### src/rtl/apb_pkg.sv
// Shared types for the APB command master: FSM encoding, response record and
// strobe-width helper.
package apb_pkg;

  typedef enum logic [1:0] {
    IDLE   = 2'b00,
    SETUP  = 2'b01,
    ACCESS = 2'b10
  } state_t;

  localparam int PKG_DATA_W = 32;
  localparam int PKG_STRB_W = PKG_DATA_W / 8;

  // Response record at the default data width; width-generic users build the
  // same layout from their own DATA_W.
  typedef struct packed {
    logic [PKG_DATA_W-1:0] rdata;
    logic                  err;
    logic                  timeout;
  } rsp_t;

  function automatic int strb_w(input int data_w);
    return data_w / 8;
  endfunction

endpackage

### src/rtl/apb_wait_timer.sv
// Counts ACCESS cycles with PREADY low and flags the cycle on which the
// transfer must be abandoned. Disappears entirely when TIMEOUT is 0.
module apb_wait_timer
  import apb_pkg::*;
#(
  parameter int TIMEOUT = 16
) (
  input  logic pclk,
  input  logic preset,
  input  logic clear,
  input  logic count_en,
  output logic expired
);

  if (TIMEOUT == 0) begin : g_off
    assign expired = 1'b0;
  end else begin : g_on
    localparam int CNT_W = $clog2(TIMEOUT + 1);
    localparam logic [CNT_W-1:0] LAST = CNT_W'(TIMEOUT - 1);

    logic [CNT_W-1:0] cnt_q;

    // Saturates at LAST so a stalled abort can never wrap back to zero.
    always_ff @(posedge pclk) begin
      if (preset || clear) begin
        cnt_q <= '0;
      end else if (count_en && (cnt_q != LAST)) begin
        cnt_q <= cnt_q + CNT_W'(1);
      end
    end

    assign expired = count_en && (cnt_q == LAST);
  end

endmodule

### src/rtl/apb_cmd_master.sv
// APB4 requester: turns a valid/ready command stream into SETUP/ACCESS transfers
// and returns one response per command, with PSLVERR capture and wait timeout.
module apb_cmd_master
  import apb_pkg::*;
#(
  parameter int ADDR_W  = 8,
  parameter int DATA_W  = 32,
  parameter int TIMEOUT = 16,
  localparam int STRB_W = strb_w(DATA_W)
) (
  input  logic              pclk,
  input  logic              preset,
  input  logic              cmd_valid,
  output logic              cmd_ready,
  input  logic              cmd_write,
  input  logic [ADDR_W-1:0] cmd_addr,
  input  logic [DATA_W-1:0] cmd_wdata,
  input  logic [STRB_W-1:0] cmd_strb,
  output logic              rsp_valid,
  input  logic              rsp_ready,
  output logic [DATA_W-1:0] rsp_rdata,
  output logic              rsp_err,
  output logic              rsp_timeout,
  output logic              psel,
  output logic              penable,
  output logic              pwrite,
  output logic [ADDR_W-1:0] paddr,
  output logic [DATA_W-1:0] pwdata,
  output logic [STRB_W-1:0] pstrb,
  input  logic              pready,
  input  logic              pslverr,
  input  logic [DATA_W-1:0] prdata
);

  typedef struct packed {
    logic [DATA_W-1:0] rdata;
    logic              err;
    logic              timeout;
  } rsp_w_t;

  state_t state_q, state_d;

  logic              write_q;
  logic [ADDR_W-1:0] addr_q;
  logic [DATA_W-1:0] wdata_q;
  logic [STRB_W-1:0] strb_q;
  rsp_w_t            rsp_q;
  logic              rsp_valid_q;

  logic slot_free, accept, done, count_en, clear, expired;

  // A new command may only be taken when its response has somewhere to go.
  assign slot_free = !rsp_valid_q || rsp_ready;
  assign cmd_ready = !preset && slot_free &&
                     ((state_q == IDLE) || ((state_q == ACCESS) && pready));
  assign accept    = cmd_valid && cmd_ready;
  assign done      = (state_q == ACCESS) && pready;
  assign count_en  = (state_q == ACCESS) && !pready;
  assign clear     = (state_d == SETUP);

  always_comb begin
    state_d = state_q;
    case (state_q)
      IDLE:    if (accept) state_d = SETUP;
      SETUP:   state_d = ACCESS;
      ACCESS: begin
        if (pready)       state_d = accept ? SETUP : IDLE;
        else if (expired) state_d = IDLE;
      end
      default: state_d = IDLE;
    endcase
  end

  always_ff @(posedge pclk) begin
    if (preset) state_q <= IDLE;
    else        state_q <= state_d;
  end

  apb_wait_timer #(
    .TIMEOUT (TIMEOUT)
  ) u_wait_timer (
    .pclk     (pclk),
    .preset   (preset),
    .clear    (clear),
    .count_en (count_en),
    .expired  (expired)
  );

  // Command capture: held stable for the whole SETUP/ACCESS pair.
  always_ff @(posedge pclk) begin
    if (accept) begin
      write_q <= cmd_write;
      addr_q  <= cmd_addr;
      wdata_q <= cmd_wdata;
      strb_q  <= cmd_strb;
    end
  end

  always_ff @(posedge pclk) begin
    if (preset)                rsp_valid_q <= 1'b0;
    else if (done || expired)  rsp_valid_q <= 1'b1;
    else if (rsp_ready)        rsp_valid_q <= 1'b0;
  end

  always_ff @(posedge pclk) begin
    if (done) begin
      rsp_q <= '{rdata: (write_q ? '0 : prdata), err: pslverr, timeout: 1'b0};
    end else if (expired) begin
      rsp_q <= '{rdata: '0, err: 1'b1, timeout: 1'b1};
    end
  end

  // Response fields read as zero whenever no response is held.
  assign rsp_valid   = rsp_valid_q;
  assign rsp_rdata   = rsp_valid_q ? rsp_q.rdata : '0;
  assign rsp_err     = rsp_valid_q && rsp_q.err;
  assign rsp_timeout = rsp_valid_q && rsp_q.timeout;

  assign psel    = (state_q != IDLE);
  assign penable = (state_q == ACCESS);
  assign pwrite  = psel && write_q;
  assign paddr   = psel ? addr_q : '0;
  assign pwdata  = pwrite ? wdata_q : '0;
  assign pstrb   = pwrite ? strb_q : '0;

endmodule

### config.mk
export PLATFORM = sky130hd
export DESIGN_NAME = apb_cmd_master
export DESIGN_NICKNAME = d
export VERILOG_FILES = /design/src/rtl/apb_pkg.sv /design/src/rtl/apb_wait_timer.sv /design/src/rtl/apb_cmd_master.sv
export SDC_FILE = /design/constraint.sdc
export NUM_CORES = 1
export LEC_CHECK = 0
export BUFFER_PORTS_ARGS = -buffer_cell sky130_fd_sc_hd__buf_2
export CAP_MARGIN = 20
export CORE_MARGIN = 2
export CORE_UTILIZATION = 46
export DETAILED_ROUTE_END_ITERATION = 10
export MAX_ROUTING_LAYER = met4
export PLACE_DENSITY = 0.9
export SYNTH_ARGS = -nofsm -noshare
export SYNTH_HDL_FRONTEND = slang
export SYNTH_SLANG_ARGS = --single-unit
### constraint.sdc
create_clock -name pclk -period 7.6 [get_ports pclk]
set_clock_uncertainty 0.05 [all_clocks]
set_input_delay 0.38 -clock pclk [delete_from_list [all_inputs] [get_ports pclk]]
set_output_delay 0.38 -clock pclk [all_outputs]
set_load 0.1 [all_outputs]
==> flow_summary.json, run 1 <==
{
  "status": "complete, no violations",
  "dieHeight_um": 91.4,
  "drive_gt1_frac": 0.437,
  "async_reset_ff_frac": 0,
  "cp_slowest_cell": "dfxtp_1",
  "final_nets": 503,
  "overflow": 0,
  "rr_worst_depth": 6,
  "critical_path_buf_inv_count": 1,
  "crit_path_max_fanout": 36,
  "synth_nets": 334,
  "die_area_um2": 8360,
  "antenna_found_initial": 0,
  "yosysSeqAreaShare": 0.718,
  "fin_crit_sh": 0.326,
  "synth_seq_cells": 87,
  "clkLatencyLatePin_ns": 0.34,
  "muxShareOfSynthArea": 0.00285,
  "yosysTopAreaCell": "edfxtp_1",
  "viasPerCell": 4.64,
  "power.leakage_nw": 2.15,
  "grt_first_pass_wirelength_mm": 10.9,
  "synth_area_leaders": "edfxtp_1 67%, and2_1 18%, dfxtp_1 5.1%, nor2b_1 2.3%, clkbuf_1 1.1%",
  "syn_inst": 249,
  "synth_top_family_by_area": "simple AND/OR/NAND/NOR gates",
  "place_area_um2": 4450,
  "place_congestion": 0.776,
  "grt_util_met3": 0.0556,
  "setup_tns_ns": 0,
  "wl_per_cell_um": 13.3,
  "critPathMaxStageDelay_ns": 0.89,
  "crit_path_start_kind": "register",
  "rrSetupSlack_ns": 5.43,
  "hold_buffers": 0,
  "syn_area_um2": 3510,
  "swShare": 0.276,
  "peakVddDrop_mv": 0.144,
  "ant_nets": 0,
  "maxSlewViolCount": 0,
  "p_clk_frac": 0.315,
  "hold_viol_final": 0,
  "postSynthAreaPerCell_um2": 14.1,
  "syn2layout_area_growth_pct": 32.8,
  "final_design_area_no_fill_um2": 4670,
  "grt_util_met1": 0.212,
  "postCtsSetupBuffers": 0,
  "hpwl_mm": 4.99,
  "design.core.area_um2": 7330,
  "max_slew_margin": 0.427,
  "cp.depth": 3,
  "vias": 2423,
  "reg2reg_from": "u_wait_timer.g_on.cnt_q[0]",
  "synth_compound_area_frac": 0.0199,
  "pwr-share-seq": 0.535,
  "crit_end": "cmd_ready",
  "arrival_ns": 2.05,
  "start_util": 0.479,
  "port_buffers": 165,
  "htreeDepth": 3,
  "drtPass1Iterations": 4,
  "clock_path_buffers": 2,
  "synth.distinct_cells": 25,
  "clkTransAtPathRegs_ns": 0.09,
  "p_int_mw": 0.731,
  "routed_wl_mm": 6.95,
  "synth_xor_area_frac": 0.00249,
  "synth-edff-count": 78,
  "top_level_ports": 166,
  "route.detailed.drc": 0,
  "worstHoldPathType": "primary input to register",
  "p_per_area_nw_per_um2": 216,
  "maxCapViolCount": 0,
  "finalSetupViolations": 0,
  "dieWidth_um": 91.4,
  "yosysTopAreaCellShare": 0.666,
  "cts_resized": 0,
  "grt.busiest_layer": "met2",
  "worst-setup-path-type": "register to output pin",
  "drtIter0Drc": 81,
  "synth_simple_gate_area_frac": 0.235,
  "period_needed_ns": 2.48,
  "worstMarginPinSlew_ns": 0.859,
  "grt_max_degree": 46,
  "std_cell_rows": 31,
  "critPathCaptureType": "output pin",
  "worstPathCellList": "nor2b_1 > nor4_1 > buf_2",
  "grt_util_met2": 0.269,
  "cts_buffers": 9,
  "rr_endpoint": "u_wait_timer.g_on.cnt_q[3]",
  "num-fill-cells": 567,
  "track_usage": 0.171,
  "fmax_mhz": 403,
  "grt_pass1_vias": 2367,
  "clock-sinks": 87,
  "switchingPower_mw": 0.279,
  "crit_start": "rsp_valid",
  "diodes": 0,
  "critical-path-top-delay-family": "flip-flops",
  "synth_ff_type": "edfxtp_1",
  "cts_root_buf": "clkbuf_8",
  "cts_tree": "done",
  "rsz0062_at_grt": "no",
  "combPwrFrac": 0.150,
  "cp_data_required_time_ns": 7.17,
  "synthAdderAreaFrac": 0.00712,
  "yosys_warnings": 0
}
-- cell type report --
class	instances	area (um2)	share of cell area
clock buffer	12	145	0.0311
clock inverter	4	55.1	0.0118
inverter	4	15.0	0.00322
multi-input combinational	148	948	0.203
sequential	87	2520	0.541
tap	99	124	0.0265
timing repair buffer	168	856	0.183
-- logic make-up after synthesis --
group                      count (synthesis)
and+or+nand+nor                          132
DFF                                       87
buffers and inverters                     14
AOI/OAI and AO/OA                         12
adders and majority gates                  2
xor gates and xnor gates                   1
muxes                                      1
-- metal layers --
| layer | wire [um] | vias to the layer above |
|---|---|---|
| met2 | 3240 | 137 |
| met5 | 0 | - |
| met4 | 65 | 0 |
| met3 | 688 | 9 |
| li1 | - | 1189 |
| met1 | 2950 | 1088 |
-- flip-flops by register name (all words and copies together), names as in the netlist --
name                     cells
rsp_q                       34
wdata_q                     32
addr_q                       8
u_wait_timer.g_on.cnt_q      5
strb_q                       4
state_q                      2
rsp_valid                    1
write_q                      1
-- power groups by stage --
stage / logic [mW] / registers (mW) / clock network [mW]
4_1_cts: 0.151 / 0.540 / 0.325
3_5_place_dp: 0.150 / 0.551 / 0
6_report: 0.151 / 0.540 / 0.318
5_1_grt: 0.158 / 0.542 / 0.349
3_3_place_gp: 0.149 / 0.550 / 0
2_1_floorplan: 0.113 / 0.551 / 0
-- worst reg2reg max path, stage by stage (launching register included) --
cell and delay (ns):
dfxtp_1 0.34, ha_1 0.22, and3_1 0.19, ha_1 0.24
or4b_4 0.54, or3_1 0.36, a21oi_1 0.16
-- worst min-delay path by stage --
stage | start | endpoint | slack, ns | cells past startpoint
6_report | cmd_wdata[1] | wdata_q[1] | 0.16 | 1
5_1_grt | cmd_strb[0] | strb_q[0] | 0.13 | 1
4_1_cts | cmd_wdata[17] | wdata_q[17] | 0.14 | 1
3_5_place_dp | rsp_q[0] | rsp_q[0] | 0.44 | 2
3_3_place_gp | u_wait_timer.g_on.cnt_q[3] | u_wait_timer.g_on.cnt_q[3] | 0.41 | 2
2_1_floorplan | preset | state_q[1] | 0.40 | 1
-- metrics by stage --
step | cells | power, mW | util | setup slack [ns] | hold slack, ns
after global routing | 522 | 1.05 | 0.636 | 4.91 | 0.128
after CTS | 521 | 1.02 | 0.634 | 4.58 | 0.141
after detailed placement | 505 | 0.701 | 0.607 | 4.98 | 0.437
after floorplan | 249 | 0.664 | - | 1.60 | 0.399
after global placement | 505 | 0.699 | 0.607 | 5.11 | 0.413
final | 522 | 1.01 | 0.636 | 5.12 | 0.164
-- synth_stat cells (2+ instances only) --
cell and number:
dfxtp_1 9, o21a_1 2, ha_1 2, nor2_1 3
nand2_1 2, a21oi_1 6, clkbuf_1 10, inv_1 4
and2_1 102, edfxtp_1 78, or3_1 2, o21ai_0 2
nor2b_1 13, nor4_1 3
-- layout by cell type, fill, tap and decap left out, types with 2 or more instances in the layout --
cell type,count
dfxtp_1,9
or3_1,2
o21ai_0,2
nand2_1,2
buf_4,2
clkinv_4,2
nor2_1,3
inv_1,4
ha_1,2
edfxtp_1,78
o21a_1,2
clkbuf_8,10
a21oi_1,6
nor4_1,2
nor2b_1,12
and2_1,102
buf_2,165
clkbuf_1,2
(Power assumes the default switching activity.)
==> run 2: changes to the inputs <==
- clock period: 7.6 -> 2.5 ns (I/O delays scaled with it)
==> flow_summary.json, run 2 (synthesis gave the netlist of run 1 again) <==
{
  "drtPass1Iterations": 5,
  "final_nets": 572,
  "fin_crit_sh": 0.869,
  "top_regs": "rsp_q: 34 flops, wdata_q: 32 flops, addr_q: 8 flops",
  "layout.area.seq_um2": 2530,
  "design.core.area_um2": 7330,
  "num-fill-cells": 369,
  "drtIter0Drc": 169,
  "postCtsSetupBuffers": 0,
  "hold_viol_final": 0,
  "cp_data_required_time_ns": 2.33,
  "worstMarginPinSlew_ns": 0.830,
  "route.detailed.drc": 0,
  "viasPerCell": 4.82,
  "wl_per_cell_um": 17.9,
  "antenna_found_initial": 0,
  "p_per_area_nw_per_um2": 579,
  "peakVddDrop_mv": 0.393,
  "clkTransAtPathRegs_ns": 0.08,
  "clock-sinks": 87,
  "std_cell_rows": 31,
  "crit_path_start_kind": "register",
  "grt_pass1_vias": 2979,
  "vias": 2846,
  "place_congestion": 0.791,
  "period_needed_ns": 2.17,
  "diodes": 0,
  "finalSetupViolations": 0,
  "clock_path_buffers": 2,
  "largest_reg_flops": 34,
  "critPathCaptureType": "output pin",
  "cts_buffers": 9,
  "final_design_area_no_fill_um2": 5950,
  "grt_first_pass_wirelength_mm": 15.7,
  "routed_wl_mm": 10.6,
  "top_level_ports": 166,
  "worst-setup-path-type": "register to output pin",
  "track_usage": 0.261,
  "crit_path_max_fanout": 37,
  "dieWidth_um": 91.4,
  "hpwl_mm": 6.19,
  "overflow": 0,
  "setup_slack_ns": 0.329,
  "layout_commonest_cell": "buf_2",
  "largest_register": "rsp_q",
  "cts_resized": 0,
  "cts_tree": "done",
  "worstHoldPathType": "primary input to register",
  "pre_cts_slack_ns": 0.374,
  "arrival_ns": 2.00,
  "drive_gt1_frac": 0.382,
  "die_area_um2": 8360,
  "grt_max_degree": 46,
  "clkLatencyLatePin_ns": 0.35,
  "ant_nets": 0,
  "maxCapViolCount": 0,
  "start_util": 0.479,
  "status": "complete, no violations",
  "place_area_um2": 5030,
  "fmax_mhz": 461,
  "multi_input_area_um2": 975,
  "power.leakage_nw": 2.56,
  "htreeDepth": 3,
  "rsz0062_at_grt": "no",
  "syn2layout_area_growth_pct": 69.2,
  "dieHeight_um": 91.4,
  "cts_root_buf": "clkbuf_8",
  "final_cell_mix": "129 x buf_2, 102 x and2_1, 78 x edfxtp_1",
  "hold_buffers": 63,
  "port_buffers": 165,
  "maxSlewViolCount": 0,
  "max_slew_margin": 0.439
}
[run 2: cell types whose count changed in the layout (fill, tap and decap cells not counted), moves of 2 or more]
cell and delta:
buf_12 +36, buf_2 -36, bufinv_16 +2, clkinv_4 -2, dlygate4sd3_1 +69, nor2b_1 -2
[run 2: cell type report]
class,instances,share of cell area
multi-input combinational,148,0.164
clock inverter,4,0.0158
tap,99,0.0208
timing repair buffer,237,0.350
inverter,4,0.00252
clock buffer,12,0.0227
sequential,87,0.425
[run 2: where the power goes]
part           total [mW]  internal, mW  switching [mW]
registers            1.65          1.63          0.0200
clock network        1.15         0.663           0.488
logic               0.647         0.238           0.409
total                3.44          2.53           0.917
[run 2: worst paths after layout]
| kind | from | end | slack, ns | cells past startpoint |
|---|---|---|---|---|
| setup / recovery | state_q[0] | pwdata[15] | 0.33 | 5 |
| hold / removal | prdata[22] | rsp_q[24] | 0.01 | 2 |
| setup reg to reg | u_wait_timer.g_on.cnt_q[0] | u_wait_timer.g_on.cnt_q[2] | 0.35 | 6 |
| hold reg to reg | u_wait_timer.g_on.cnt_q[1] | u_wait_timer.g_on.cnt_q[1] | 0.46 | 2 |
[run 2: metrics by stage]
step	cells	power, mW	TNS [ns]	util	hold WS [ns]
after floorplan	249	2.02	-7.82	-	0.144
after global placement	506	2.21	0	0.686	0.251
after detailed placement	506	2.22	0	0.686	0.253
after CTS	585	3.42	0	0.803	0.000861
after global routing	591	3.54	0	0.811	0.000827
final	591	3.44	0	0.811	0.0127
[run 2: worst max-delay path, stage by stage, from the launching register on]
cell and delay, ns:
dfxtp_1 0.39, nor2_1 0.52, nor2b_2 0.08, buf_4 0.24, and2_1 0.23, buf_12 0.18
[run 2: layer usage]
metal	global-route usage	vias to the layer above	wire length [um]
met4	0.0720	0	140
met2	0.436	165	5440
met1	0.297	1339	3980
met3	0.0963	15	991
li1	-	1327	-
met5	-	-	0
==> run 3: changes to the inputs <==
- REMOVE_ABC_BUFFERS: not set -> 1
- SETUP_SLACK_MARGIN: not set -> 0.5
==> flow_summary.json, run 3 (synthesis gave the netlist of run 1 again) <==
{
  "htreeDepth": 3,
  "worstMarginPinSlew_ns": 0.812,
  "hold_viol_final": 0,
  "grt_first_pass_wirelength_mm": 15.1,
  "routed_wl_mm": 9.87,
  "viasPerCell": 4.70,
  "critPathCaptureType": "register",
  "drtIter0Drc": 135,
  "track_usage": 0.245,
  "swShare": 0.265,
  "overflow": 0,
  "cts_buffers": 9,
  "crit_path_max_fanout": 5,
  "vias": 2782,
  "final_nets": 574,
  "switchingPower_mw": 0.895,
  "grt_max_degree": 46,
  "cp_data_required_time_ns": 2.73,
  "die_area_um2": 8360,
  "dieHeight_um": 91.4,
  "final_design_area_no_fill_um2": 5740,
  "p_per_area_nw_per_um2": 589,
  "syn2layout_area_growth_pct": 63.3,
  "port_buffers": 165,
  "final_cell_mix": "128 x buf_2, 102 x and2_1, 78 x edfxtp_1",
  "multi_input_area_um2": 1010,
  "peakVddDrop_mv": 0.579,
  "route.detailed.drc": 0,
  "crit_path_start_kind": "register",
  "status": "complete, no violations",
  "drtPass1Iterations": 4,
  "layout_commonest_cell": "buf_2",
  "pre_cts_slack_ns": 0.349,
  "std_cell_rows": 31,
  "place_congestion": 0.785,
  "power.leakage_nw": 2.52,
  "period_needed_ns": 2.00,
  "worstHoldPathType": "primary input to register",
  "p_clk_frac": 0.337,
  "clkTransAtPathRegs_ns": 0.09,
  "cts_tree": "done",
  "ant_nets": 0,
  "max_slew_margin": 0.454,
  "fin_crit_sh": 0.798,
  "maxSlewViolCount": 0,
  "layout.area.seq_um2": 2530,
  "dieWidth_um": 91.4,
  "pwr-share-seq": 0.485,
  "start_util": 0.479,
  "finalSetupViolations": 0,
  "cts_root_buf": "clkbuf_8",
  "drive_gt1_frac": 0.416,
  "fmax_mhz": 501,
  "dp_cells": 508,
  "place_area_um2": 4620,
  "clkLatencyLatePin_ns": 0.34,
  "design.core.area_um2": 7330,
  "num-fill-cells": 429,
  "combPwrFrac": 0.177,
  "hpwl_mm": 5.54,
  "largest_reg_flops": 34,
  "top_level_ports": 166,
  "grt_pass1_vias": 3108,
  "clock-sinks": 87,
  "rsz0062_at_grt": "yes",
  "arrival_ns": 2.23,
  "clock_path_buffers": 2,
  "p_int_mw": 2.49,
  "maxCapViolCount": 0,
  "diodes": 0,
  "worst-setup-path-type": "register to register",
  "antenna_found_initial": 0,
  "top_regs": "rsp_q: 34 flops, wdata_q: 32 flops, addr_q: 8 flops",
  "wl_per_cell_um": 16.7,
  "final_cells": 592,
  "largest_register": "rsp_q",
  "setup_slack_ns": 0.505
}
run 3: changes by cell type in the layout (fill, tap and decap cells not counted), sizes merged:
cell         previous run  this run
clkinvlp                0         1
clkbuf                 12         9
dlygate4sd3            69        64
clkinv                  1         2
buf                   168       175
run 3: critical path, stage by stage (launching register included):
cell     delay, ns
dfxtp_4       0.36
ha_4          0.16
and3_4        0.19
ha_4          0.17
or4b_4        0.52
or3_4         0.39
a21oi_2       0.11
run 3: path summary, 6_finish.rpt:
| path | slack [ns] | from | depth (start not counted) | end |
|---|---|---|---|---|
| setup / recovery | 0.50 | u_wait_timer.g_on.cnt_q[1] | 6 | u_wait_timer.g_on.cnt_q[2] |
| hold / removal | 0.01 | prdata[28] | 2 | rsp_q[30] |
| setup reg to reg | 0.50 | u_wait_timer.g_on.cnt_q[1] | 6 | u_wait_timer.g_on.cnt_q[2] |
| hold reg to reg | 0.47 | rsp_q[0] | 2 | rsp_q[0] |
run 3: timing repair:
| action | 4_1_cts | 5_1_grt |
|---|---|---|
| pin swaps | 3 | 4 |
| hold buffers | 63 | 1 |
| setup endpoints to repair | 42 | 41 |
| gates resized for setup | 39 | 23 |
| hold endpoints to repair | 64 | 1 |
| buffers inserted | 2 | 3 |
run 3: per-stage QoR:
step / TNS, ns / hold WS [ns] / util / power (mW)
after global placement: 0 / 0.252 / 0.631 / 2.15
after floorplan: -250.85 / 0.144 / - / 2.01
after global routing: 0 / 0.00787 / 0.783 / 3.48
after CTS: 0 / 0.000193 / 0.766 / 3.37
final: 0 / 0.0103 / 0.783 / 3.38
after detailed placement: 0 / 0.253 / 0.631 / 2.16
run 3: area by class of cell:
| type | instances | share of cell area |
|---|---|---|
| tap | 99 | 0.0216 |
| sequential | 87 | 0.441 |
| inverter | 4 | 0.00262 |
| clock inverter | 6 | 0.0192 |
| multi-input combinational | 148 | 0.176 |
| timing repair buffer | 239 | 0.318 |
| clock buffer | 9 | 0.0216 |
run 3: metal layers:
layer	global-route usage	wire, um	vias up
li1	-	-	1330
met1	0.241	3430	1311
met5	-	0	-
met3	0.0448	334	39
met4	0.135	431	0
met2	0.450	5680	102
run 3: power by group through the flow:
| stage | clock, mW | sequential (mW) | combinational (mW) |
|---|---|---|---|
| 3_3_place_gp | 0 | 1.67 | 0.480 |
| 3_5_place_dp | 0 | 1.67 | 0.487 |
| 2_1_floorplan | 0 | 1.68 | 0.339 |
| 5_1_grt | 1.21 | 1.65 | 0.624 |
| 4_1_cts | 1.15 | 1.64 | 0.581 |
| 6_report | 1.14 | 1.64 | 0.599 |
